`config.mk`:
```
export PLATFORM = sky130hd
export DESIGN_NAME = uart_rx_ctrl_flat
export DESIGN_NICKNAME = d
export VERILOG_FILES = /design/src/rtl/uart_pkg.sv /design/src/rtl/uart_rx_ctrl_if.sv /design/src/rtl/uart_rx_fifo.sv /design/src/rtl/uart_rx_ctrl.sv /design/src/flat_wrapper.sv
export SDC_FILE = /design/constraint.sdc
export NUM_CORES = 1
export LEC_CHECK = 0
export CAP_MARGIN = 20
export CELL_PAD_IN_SITES_DETAIL_PLACEMENT = 1
export CELL_PAD_IN_SITES_GLOBAL_PLACEMENT = 1
export CORE_MARGIN = 5
export CORE_UTILIZATION = 29
export CTS_BUF_LIST = sky130_fd_sc_hd__clkbuf_2 sky130_fd_sc_hd__clkbuf_4 sky130_fd_sc_hd__clkbuf_8
export CTS_CLUSTER_SIZE = 12
export DETAILED_ROUTE_END_ITERATION = 6
export DONT_BUFFER_PORTS = 1
export PLACE_DENSITY_LB_ADDON = 0.1
export SLEW_MARGIN = 25
export SYNTH_ARGS = -nofsm -noshare
export SYNTH_HDL_FRONTEND = slang
export SYNTH_SLANG_ARGS = --single-unit
```
`constraint.sdc`:
```
create_clock -name CLK -period 3.5 [get_ports CLK]
set_input_delay 0.35 -clock CLK [delete_from_list [all_inputs] [get_ports CLK]]
set_output_delay 0.35 -clock CLK [all_outputs]
set_load 0.05 [all_outputs]
```
`src/rtl/uart_pkg.sv`:
```
// uart_pkg: shared types and constants for the UART receive-side controller.
//   - cfg_state_e     : configuration FSM states
//   - RST_*           : reset values for the receiver configuration outputs
//   - IDLE_BITS       : idle-line multiplier (bit times) before a config apply
//   - PRESCALE_MIN    : smallest legal oversampling factor
//   - idle_target()   : idle cycle count needed for a given prescale
//   - clamp_prescale(): raises illegal prescale requests to PRESCALE_MIN
package uart_pkg;

  typedef enum logic [1:0] {
    CFG_IDLE,
    CFG_WAIT,
    CFG_APPLY
  } cfg_state_e;

  localparam logic        RST_PAR_EN   = 1'b0;
  localparam logic        RST_PAR_TYP  = 1'b0;
  localparam logic [5:0]  RST_PRESCALE = 6'd8;
  localparam int unsigned IDLE_BITS    = 12;
  localparam logic [5:0]  PRESCALE_MIN = 6'd4;

  // 12 x 63 = 756 fits in the 10-bit idle counter.
  function automatic logic [9:0] idle_target(input logic [5:0] ps);
    return {4'd0, ps} * 10'(IDLE_BITS);
  endfunction

  function automatic logic [5:0] clamp_prescale(input logic [5:0] ps);
    return (ps < PRESCALE_MIN) ? PRESCALE_MIN : ps;
  endfunction

endpackage

```
`src/rtl/uart_rx_ctrl_if.sv`:
```
// uart_rx_ctrl_if: valid/ready read port of the receive FIFO.
//   rd_data  : head byte (producer -> consumer)
//   rd_valid : FIFO non-empty (producer -> consumer)
//   rd_ready : consumer accepts head byte (consumer -> producer)
// Modports: master = controller (producer), slave = system-side consumer.
interface uart_rx_ctrl_if;
  logic [7:0] rd_data;
  logic       rd_valid;
  logic       rd_ready;

  modport master (output rd_data, output rd_valid, input rd_ready);
  modport slave  (input rd_data, input rd_valid, output rd_ready);
endinterface

```
`src/rtl/uart_rx_fifo.sv`:
```
// uart_rx_fifo: synchronous byte FIFO with valid/ready read side.
//   clk_i, rst_ni : clock, asynchronous active-low reset
//   push_i        : write request, push_data_i written when accepted
//   pop_ready_i   : consumer ready; a pop happens when also non-empty
//   rd_data_o     : head byte (0 when empty), rd_valid_o : non-empty
//   drop_o        : push rejected this cycle because full with no pop
// Pointers carry one extra wrap bit to separate full from empty.
module uart_rx_fifo #(
  parameter int unsigned DEPTH = 8
) (
  input  logic       clk_i,
  input  logic       rst_ni,
  input  logic       push_i,
  input  logic [7:0] push_data_i,
  input  logic       pop_ready_i,
  output logic [7:0] rd_data_o,
  output logic       rd_valid_o,
  output logic       drop_o
);

  localparam int unsigned AW = $clog2(DEPTH);

  logic [AW:0] wr_ptr_q, rd_ptr_q;
  logic [7:0]  mem_q [DEPTH];
  logic        empty, full, pop, wr_en;

  assign empty = (wr_ptr_q == rd_ptr_q);
  assign full  = (wr_ptr_q[AW] != rd_ptr_q[AW]) &&
                 (wr_ptr_q[AW-1:0] == rd_ptr_q[AW-1:0]);
  assign pop   = !empty && pop_ready_i;
  // A pop in the same cycle frees the slot, so a full FIFO still accepts.
  assign wr_en  = push_i && (!full || pop);
  assign drop_o = push_i && full && !pop;

  always_ff @(posedge clk_i or negedge rst_ni) begin
    if (!rst_ni) begin
      wr_ptr_q <= '0;
      rd_ptr_q <= '0;
    end else begin
      if (wr_en) wr_ptr_q <= wr_ptr_q + {{AW{1'b0}}, 1'b1};
      if (pop)   rd_ptr_q <= rd_ptr_q + {{AW{1'b0}}, 1'b1};
    end
  end

  always_ff @(posedge clk_i) begin
    if (wr_en) mem_q[wr_ptr_q[AW-1:0]] <= push_data_i;
  end

  assign rd_valid_o = !empty;
  assign rd_data_o  = empty ? '0 : mem_q[rd_ptr_q[AW-1:0]];

endmodule

```
`src/rtl/uart_rx_ctrl.sv`:
```
// uart_rx_ctrl: receive-side controller for the UART receiver.
//   CLK, RST            : clock, asynchronous active-low reset
//   cfg_load/cfg_*      : configuration request; cfg_busy while pending
//   PAR_EN/PAR_TYP/Prescale : applied receiver configuration (registered)
//   RX_IN               : serial line, used only for idle detection
//   P_DATA/Data_Valid/Parity_Error/Stop_Error : receiver frame strobes
//   rd (uart_rx_ctrl_if.master) : FIFO read port (valid/ready)
//   overflow            : sticky, good byte dropped on full FIFO
//   par_err_cnt/stop_err_cnt : saturating error counters
//   clr_status          : clears overflow and counters (wins over events)
// Build option: define UART_RX_CTRL_ERRCNT_EN to implement the error
// counters; otherwise both counter outputs are tied to zero.
module uart_rx_ctrl
  import uart_pkg::*;
#(
  parameter int unsigned FIFO_DEPTH = 8,
  parameter int unsigned CNT_W      = 8
) (
  input  logic             CLK,
  input  logic             RST,
  input  logic             cfg_load,
  input  logic             cfg_par_en,
  input  logic             cfg_par_typ,
  input  logic [5:0]       cfg_prescale,
  output logic             cfg_busy,
  output logic             PAR_EN,
  output logic             PAR_TYP,
  output logic [5:0]       Prescale,
  input  logic             RX_IN,
  input  logic [7:0]       P_DATA,
  input  logic             Data_Valid,
  input  logic             Parity_Error,
  input  logic             Stop_Error,
  uart_rx_ctrl_if.master   rd,
  output logic             overflow,
  output logic [CNT_W-1:0] par_err_cnt,
  output logic [CNT_W-1:0] stop_err_cnt,
  input  logic             clr_status
);

  // ---------------- Receive path ----------------
  logic good_byte, drop;
  logic overflow_q;

  assign good_byte = Data_Valid && !Parity_Error && !Stop_Error;

  uart_rx_fifo #(
    .DEPTH(FIFO_DEPTH)
  ) u_fifo (
    .clk_i      (CLK),
    .rst_ni     (RST),
    .push_i     (good_byte),
    .push_data_i(P_DATA),
    .pop_ready_i(rd.rd_ready),
    .rd_data_o  (rd.rd_data),
    .rd_valid_o (rd.rd_valid),
    .drop_o     (drop)
  );

  always_ff @(posedge CLK or negedge RST) begin
    if (!RST)            overflow_q <= 1'b0;
    else if (clr_status) overflow_q <= 1'b0;
    else if (drop)       overflow_q <= 1'b1;
  end

  assign overflow = overflow_q;

`ifdef UART_RX_CTRL_ERRCNT_EN
  logic [CNT_W-1:0] par_cnt_q, stop_cnt_q;

  always_ff @(posedge CLK or negedge RST) begin
    if (!RST) begin
      par_cnt_q  <= '0;
      stop_cnt_q <= '0;
    end else if (clr_status) begin
      par_cnt_q  <= '0;
      stop_cnt_q <= '0;
    end else begin
      if (Parity_Error && (par_cnt_q != '1))
        par_cnt_q <= par_cnt_q + {{(CNT_W-1){1'b0}}, 1'b1};
      if (Stop_Error && (stop_cnt_q != '1))
        stop_cnt_q <= stop_cnt_q + {{(CNT_W-1){1'b0}}, 1'b1};
    end
  end

  assign par_err_cnt  = par_cnt_q;
  assign stop_err_cnt = stop_cnt_q;
`else
  assign par_err_cnt  = '0;
  assign stop_err_cnt = '0;
`endif

  // ---------------- Configuration FSM ----------------
  cfg_state_e state_q;
  logic       pend_par_en_q, pend_par_typ_q;
  logic [5:0] pend_ps_q, pend_ps_d;
  logic [9:0] idle_cnt_q;
  logic       busy_q, par_en_q, par_typ_q;
  logic [5:0] prescale_q;

  assign pend_ps_d = clamp_prescale(cfg_prescale);

  always_ff @(posedge CLK or negedge RST) begin
    if (!RST) begin
      state_q        <= CFG_IDLE;
      pend_par_en_q  <= RST_PAR_EN;
      pend_par_typ_q <= RST_PAR_TYP;
      pend_ps_q      <= RST_PRESCALE;
      idle_cnt_q     <= '0;
      busy_q         <= 1'b0;
      par_en_q       <= RST_PAR_EN;
      par_typ_q      <= RST_PAR_TYP;
      prescale_q     <= RST_PRESCALE;
    end else begin
      unique case (state_q)
        CFG_IDLE: begin
          if (cfg_load) begin
            pend_par_en_q  <= cfg_par_en;
            pend_par_typ_q <= cfg_par_typ;
            pend_ps_q      <= pend_ps_d;
            idle_cnt_q     <= '0;
            busy_q         <= 1'b1;
            state_q        <= CFG_WAIT;
          end
        end
        CFG_WAIT: begin
          if (cfg_load) begin
            pend_par_en_q  <= cfg_par_en;
            pend_par_typ_q <= cfg_par_typ;
            pend_ps_q      <= pend_ps_d;
            idle_cnt_q     <= '0;
          end else if (!RX_IN) begin
            idle_cnt_q <= '0;
          end else if ((idle_cnt_q + 10'd1) == idle_target(prescale_q)) begin
            // Target reached this cycle; apply takes one further cycle.
            state_q <= CFG_APPLY;
          end else begin
            idle_cnt_q <= idle_cnt_q + 10'd1;
          end
        end
        CFG_APPLY: begin
          par_en_q   <= pend_par_en_q;
          par_typ_q  <= pend_par_typ_q;
          prescale_q <= pend_ps_q;
          busy_q     <= 1'b0;
          state_q    <= CFG_IDLE;
        end
        default: begin
          busy_q  <= 1'b0;
          state_q <= CFG_IDLE;
        end
      endcase
    end
  end

  assign cfg_busy = busy_q;
  assign PAR_EN   = par_en_q;
  assign PAR_TYP  = par_typ_q;
  assign Prescale = prescale_q;

endmodule

```
`src/flat_wrapper.sv`:
```
// flat-port wrapper written by rule: the top's interface ports become plain ports
module uart_rx_ctrl_flat import uart_pkg::*;
#(
  parameter int unsigned FIFO_DEPTH = 8,
  parameter int unsigned CNT_W      = 8
)
  (CLK, RST, cfg_load, cfg_par_en, cfg_par_typ, cfg_prescale, cfg_busy, PAR_EN, PAR_TYP, Prescale, RX_IN, P_DATA, Data_Valid, Parity_Error, Stop_Error, overflow, par_err_cnt, stop_err_cnt, clr_status, rd_rd_data, rd_rd_valid, rd_rd_ready);
  uart_rx_ctrl_if rd_i ();
  input  logic CLK;
  input  logic RST;
  input  logic cfg_load;
  input  logic cfg_par_en;
  input  logic cfg_par_typ;
  input  logic [5:0] cfg_prescale;
  output logic cfg_busy;
  output logic PAR_EN;
  output logic PAR_TYP;
  output logic [5:0] Prescale;
  input  logic RX_IN;
  input  logic [7:0] P_DATA;
  input  logic Data_Valid;
  input  logic Parity_Error;
  input  logic Stop_Error;
  output logic overflow;
  output logic [CNT_W-1:0] par_err_cnt;
  output logic [CNT_W-1:0] stop_err_cnt;
  input  logic clr_status;
  output wire logic [$bits(rd_i.rd_data)-1:0] rd_rd_data;
  output wire logic [$bits(rd_i.rd_valid)-1:0] rd_rd_valid;
  input wire logic [$bits(rd_i.rd_ready)-1:0] rd_rd_ready;
  assign rd_rd_data = rd_i.rd_data;
  assign rd_rd_valid = rd_i.rd_valid;
  assign rd_i.rd_ready = rd_rd_ready;
  uart_rx_ctrl #(.FIFO_DEPTH(FIFO_DEPTH), .CNT_W(CNT_W)) u_core (.CLK(CLK), .RST(RST), .cfg_load(cfg_load), .cfg_par_en(cfg_par_en), .cfg_par_typ(cfg_par_typ), .cfg_prescale(cfg_prescale), .cfg_busy(cfg_busy), .PAR_EN(PAR_EN), .PAR_TYP(PAR_TYP), .Prescale(Prescale), .RX_IN(RX_IN), .P_DATA(P_DATA), .Data_Valid(Data_Valid), .Parity_Error(Parity_Error), .Stop_Error(Stop_Error), .rd(rd_i), .overflow(overflow), .par_err_cnt(par_err_cnt), .stop_err_cnt(stop_err_cnt), .clr_status(clr_status));
endmodule
```
# == Yosys cells after proc, flatten, opt, wreduce, memory -nomap -nowiden ==
# Memories as Yosys holds them, arrays and structs flattened.
# Index checks and enable logic that the tools add are counted.
# word_totals
ff_bits,38
latchBits,0
ramBits,64
mem_bits_ro,0
inputBits,25
out_inout_bits,35
wordCells,69
mem_count,1
# op_classes
n_addsub,3
multipliers,1
n_div,0
order_cmp,1
n_eq_ne,11
shifts,0
n_mux,18
bitwise_logic,1
n_reduce_logical,21
# mem_list
memory,depth,word_bits,rd,rd_ports_with_merged_regs,write_ports,line_no,source
u_core.u_fifo.mem_q,8,8,1,0,1,uart_rx_fifo.sv:24,logic [7:0] mem_q [DEPTH];
# op_table
cell,count
two-way mux 10 bit,4
one-hot mux 10 bit (2 select lines),1
"adder 10 x 1 -> 10 bit, second input constant",1
equality test 10 bit,1
"adder 4 x 1 -> 4 bit, second input constant",2
"multiplier 6 x 2 -> 8 bit, second input constant",1
two-way mux 2 bit,4
two-way mux 8 bit,1
logical AND 1 bit,7
"less-than comparator 6 x 3 -> 1 bit, second input constant",1
two-way mux 6 bit,1
"!= test 2 bit, second input constant",3
zero test 1 bit,5
two-way mux 1 bit,5
equality test 4 bit,1
"!= test 4 bit, second input constant",1
one-hot mux 2 bit (2 select lines),1
AND reduction 2 bit,2
AND reduction 4 bit,1
nonzero test 2 bit,2
equality test 3 bit,1
AND reduction 3 bit,1
"equality test 2 x 1 -> 1 bit, second input constant",1
"equality test 2 bit, second input constant",1
other kinds (7),7

# == Logic depth before layout (Yosys ltp) ==
# logic_depth
word_depth,7
mapped_depth,11
mapped_depth_nobuf,10

# == Cells and area by module ==
# From an unflattened synthesis, not the netlist that was laid out.
# unflattened
cells_unflattened,353
area_unflattened_um2,5003.5
# modules_own_cells
mod,n_inst,cells_per_inst,area_each_um2,seq_area_each_um2
uart_rx_fifo,1,163,3054.2,2122.0
uart_rx_ctrl,1,190,1949.4,753.2

# == Least setup slack after synthesis ==
# OpenSTA, ideal clock, no wires.
# synth_path
path_kind,reg2reg
start,"register u_core.prescale_q[0], in the netlist u_core.Prescale[0]"
end,register u_core.idle_cnt_q[3]
setup_time_ps,132
arrival_ps,2750
required_ps,3368
setup_slack_ps,618
path_stages_with_launch,10
path_buffers,0
period_less_slack_ps,2882
path_cell_list,dfrtp_1 > ha_1 > inv_1 > fa_1 > xnor2_1 > xnor2_1 > or4_4 > nor4_4 > or2b_2 > o31ai_1
# synth_via
elab_chain_cells,4
# synth_lines
item,line_no,source
"start, declared",uart_rx_ctrl.sv:99,logic [5:0] prescale_q;
"start signal, assigned",uart_rx_ctrl.sv:144,prescale_q <= pend_ps_q;
multiplier 6 x 2 -> 8 bit,uart_pkg.sv:24,"return {4'd0, ps} * 10'(IDLE_BITS);"
equality test 10 bit,uart_rx_ctrl.sv:134,end else if ((idle_cnt_q + 10'd1) == idle_target(prescale_q)) begin
!= test 4 bit (no line),n/a,
AND reduction 3 bit (no line),n/a,
"end signal, assigned",uart_rx_ctrl.sv:138,idle_cnt_q <= idle_cnt_q + 10'd1;
"end, declared",uart_rx_ctrl.sv:97,logic [9:0] idle_cnt_q;
# Every way passes these cells.
# A chain may end at the register's enable or synchronous reset.

# == Worst setup path after layout ==
# layout_path
start,"register u_core.prescale_q[3], in the netlist u_core.Prescale[3]"
end,register u_core.idle_cnt_q[9]
# Same word-level chain as after synthesis.

==> impl_results.md <==
- Final-stage net count: 392
- Primary FF master, synth: edfxtp_1
- Critical path launch point type: flip-flop
- Final weighted congestion in routability-driven placement: 0.737
- Num Clock Sinks: 102
- Number of setup violations in the final report: 0
- Worst-case reg-to-reg path depth: 9
- Proportion of power drawn by combinational gates: 36.5%
- Average cell area after synthesis: 14.3 sq um
- Die span in y: 138 microns
- Path category of the worst min-delay check: input pin to flip-flop
- GRT Util Overall: between 10% and 20%
- Tmin final: between 2 and 3 ns
- Post-detailed-routing wire length: 10500 microns
- Top library cells by usage in the layout, fill and taps aside: edfxtp_1, dfrtp_1, buf_4
- Deepest clock path buffer count: 2
- FFs w/ async S/R, synth: between 30% and 40%
- Number of placed I/O pins: 60
- Iteration count of the initial detailed-routing pass: 4
- Total number of yosys warnings: 0
- Dominant cells by area after synthesis: edfxtp_1, dfrtp_1, mux4_2
- Final hold slack: 0.0549 ns
- Max-Cap Viols: 0
- Count of different cell masters after synthesis: ~50
- Via count of the first global-routing pass: 2945
- Die Span X: between 100 and 150 microns
- Area share of the leading cell type in the synthesized netlist: between 40 and 50%
- Share of cells above drive strength 1: 22.2%
- Synthesized flop and latch total: 102
- Remaining design rule violation count: 0
- Number of buffer cells added on primary ports: 0
- Maximum operating frequency: 340 MHz
- Accumulated negative setup slack: 0 ns
- Synth-to-layout area growth: 11.3%
- Final HPWL DP: 7280 microns
- Skew final: 0.0149 ns
- Power density over the cells: 645 nW/um^2
- Sw Pwr: 1.30 mW
- Switching part of the total: 38.0%
- Number of core rows: 46
- CTS clk-pin slew, worst paths: approximately 0.11 ns
- Sequential cell area: between 2000 and 3000 sq um
- Iteration-0 DRC count of the detailed router: 143
- Via/cell ratio: 4.63
- Largest vdd supply drop: 0.268 mV
- Library cell occupying the most area in the post-synthesis netlist: edfxtp_1
- Cell-internal power: 2.12 mW
- Vias after detailed routing: about 2700
- Std-Cell Core Area: approximately 16000 sq um
- Combined area of all synthesized cells: 4770 sq um
- Cell count of the worst hold path: 0
- Type of the setup path with the least slack: flip-flop to flip-flop
- Setup bufs post-CTS: 0
- Number of enable flip-flop cells after synthesis: 64
- Share of power burned in registers: 42.7%
- RSZ-0062 raised after global routing: false
- Routed wire length per instance: 18.1 microns
- Max-slew violation count: 0
- Run status: complete, no violations
- Area occupied by multi-input gates: 1700 sq um
- Largest net degree at the start of global routing: 39
- Remaining Overflow, GRT: 0
- Category of the worst setup path capture point: flip-flop
- Worst-margin pin slew: 0.913 ns
- Final Hold Violating Endpoints: 0
- Total CTS buffers: 9
- Number of inserted diodes: 0
- Static leakage: 2.00 nW
- First-pass GRT wire length: ~17000 microns
- Post-route clock period utilization: 84.1%
- Maximum net fanout on the critical path: 10
- H-tree levels: 3
- CTS tree: yes
- Most common library cell in the layout ignoring fill and taps: edfxtp_1
- # resized after CTS: 0
- Root buffer cell: clkbuf_8
- Antenna violation net count after detailed routing: 0
- Data arrival, critical path: 3.20 ns
- Max-Slew Margin vs Limit: 39.0%
- Sequential share of the synthesized area: 60.3%
- Worst Path Required: between 3 and 4 ns
- Initial standard-cell utilization of the core: 29.8%
- Clock insertion delay at the later pin of the skew report: between 0.3 and 0.4 ns
- Number of antenna violations at the first check in global routing: 0
- Count of fill cells added during filler insertion: 1732
- Number of instances in the synthesized netlist: 333
- Area of the die: 19100 sq um
- Share of power burned in the clock network: 20.8%
==> stage by stage <==
stage | worst slack, ns | instances | utilization, % | power [mW] | area (sq um)
after floorplan | 0.618 | 348 | - | 2.44 | 4820
after global placement | 0.602 | 559 | 31.8 | 2.73 | 5090
after detailed placement | 0.558 | 559 | 31.8 | 2.75 | 5090
after CTS | 0.527 | 577 | 33.2 | 3.49 | 5310
after global routing | 0.422 | 577 | 33.2 | 3.62 | 5310
final | 0.555 | 577 | 33.2 | 3.42 | 5310
==> flip-flops by register name (all words and copies together), names as in the netlist, 2 cells and up <==
register                count
u_core.u_fifo.mem_q        64
u_core.idle_cnt_q          10
u_core.Prescale             6
u_core.pend_ps_q            6
u_core.u_fifo.rd_ptr_q      4
u_core.u_fifo.wr_ptr_q      4
u_core.state_q              2
==> power by group through the flow <==
stage	sequential, mW	clock (mW)	combinational (mW)
floorplan	1.44	0	0.996
global placement	1.49	0	1.24
detailed placement	1.49	0	1.27
CTS	1.46	0.747	1.28
global route	1.47	0.806	1.34
finish	1.46	0.712	1.25
==> per-layer routing <==
metal | vias to the layer above | share of wire, % | global-route usage, %
li1 | 1245 | - | -
met1 | 1365 | 43 | 13.6
met2 | 47 | 52 | 19.8
met3 | 12 | 4.0 | 2.90
met4 | 0 | 1.7 | 4.26
met5 | - | 0 | 0
==> kinds of logic after synthesis <==
logic type / after synthesis / share of synthesized area [%]
muxes: 37 / 12.3
other: 1 / 0.0787
AOI/OAI and AO/OA: 40 / 5.49
adders and majority gates: 10 / 2.78
DFF: 102 / 60.3
and+or+nand+nor: 75 / 8.85
xor gates and xnor gates: 26 / 5.07
buffers and inverters: 42 / 5.14
==> worst paths after layout <==
kind / startpoint / endpoint / slack, ns
setup / recovery: u_core.Prescale[3]$_DFFE_PN1N_ / u_core.idle_cnt_q[9]$_DFFE_PN0P_ / 0.56
setup reg to reg: u_core.Prescale[3]$_DFFE_PN1N_ / u_core.idle_cnt_q[9]$_DFFE_PN0P_ / 0.56
hold / removal: P_DATA[4] / u_core.u_fifo.mem_q[0][4]$_DFFE_PP_ / 0.05
min in group asynchronous: RST / u_core.u_fifo.rd_ptr_q[2]$_DFFE_PN0P_ / 0.42
hold reg to reg: u_core.pend_ps_q[2]$_DFFE_PN0P_ / u_core.Prescale[2]$_DFFE_PN0N_ / 0.49
max in group asynchronous: RST / u_core.Prescale[3]$_DFFE_PN1N_ / 2.80
==> Yosys cell counts, drive strengths merged, types with 2 or more instances <==
| cell type | number |
|---|---|
| or4 | 2 |
| inv | 10 |
| nor2 | 19 |
| o21ai | 13 |
| nand4 | 4 |
| mux2 | 12 |
| nand2 | 12 |
| xnor2 | 18 |
| nor4 | 2 |
| and3 | 2 |
| clkbuf | 6 |
| buf | 26 |
| ha | 9 |
| nand2b | 5 |
| a22o | 2 |
| mux2i | 9 |
| nor3 | 5 |
| o31ai | 11 |
| nor2b | 5 |
| and4 | 2 |
| xor2 | 7 |
| mux4 | 16 |
| dfstp | 2 |
| edfxtp | 64 |
| a21oi | 9 |
| nor3b | 5 |
| nand3 | 8 |
| dfrtp | 36 |
==> what timing repair did <==
action,4_1_cts,5_1_grt
hold buffers,3,0
setup endpoints to repair,0,0
endpoints found under the hold margin,39,0
==> worst max-delay path, stage by stage (launching register included) <==
cell,delay [ns]
dfstp_2,0.74
ha_1,0.33
xor2_1,0.18
xnor2_1,0.13
xnor2_1,0.13
or4_4,0.43
nor4_4,0.31
buf_4,0.24
or2b_2,0.23
o31ai_1,0.09
==> cell type report <==
class / count / share of cell area [%]
inverters: 10 / 0.707
multi-input cells: 204 / 32.1
flip-flops and latches: 102 / 54.2
well taps: 216 / 5.09
clock buffers: 9 / 2.33
clock inverters: 6 / 1.01
repair buffers: 30 / 4.57
(Power assumes the default switching activity.)
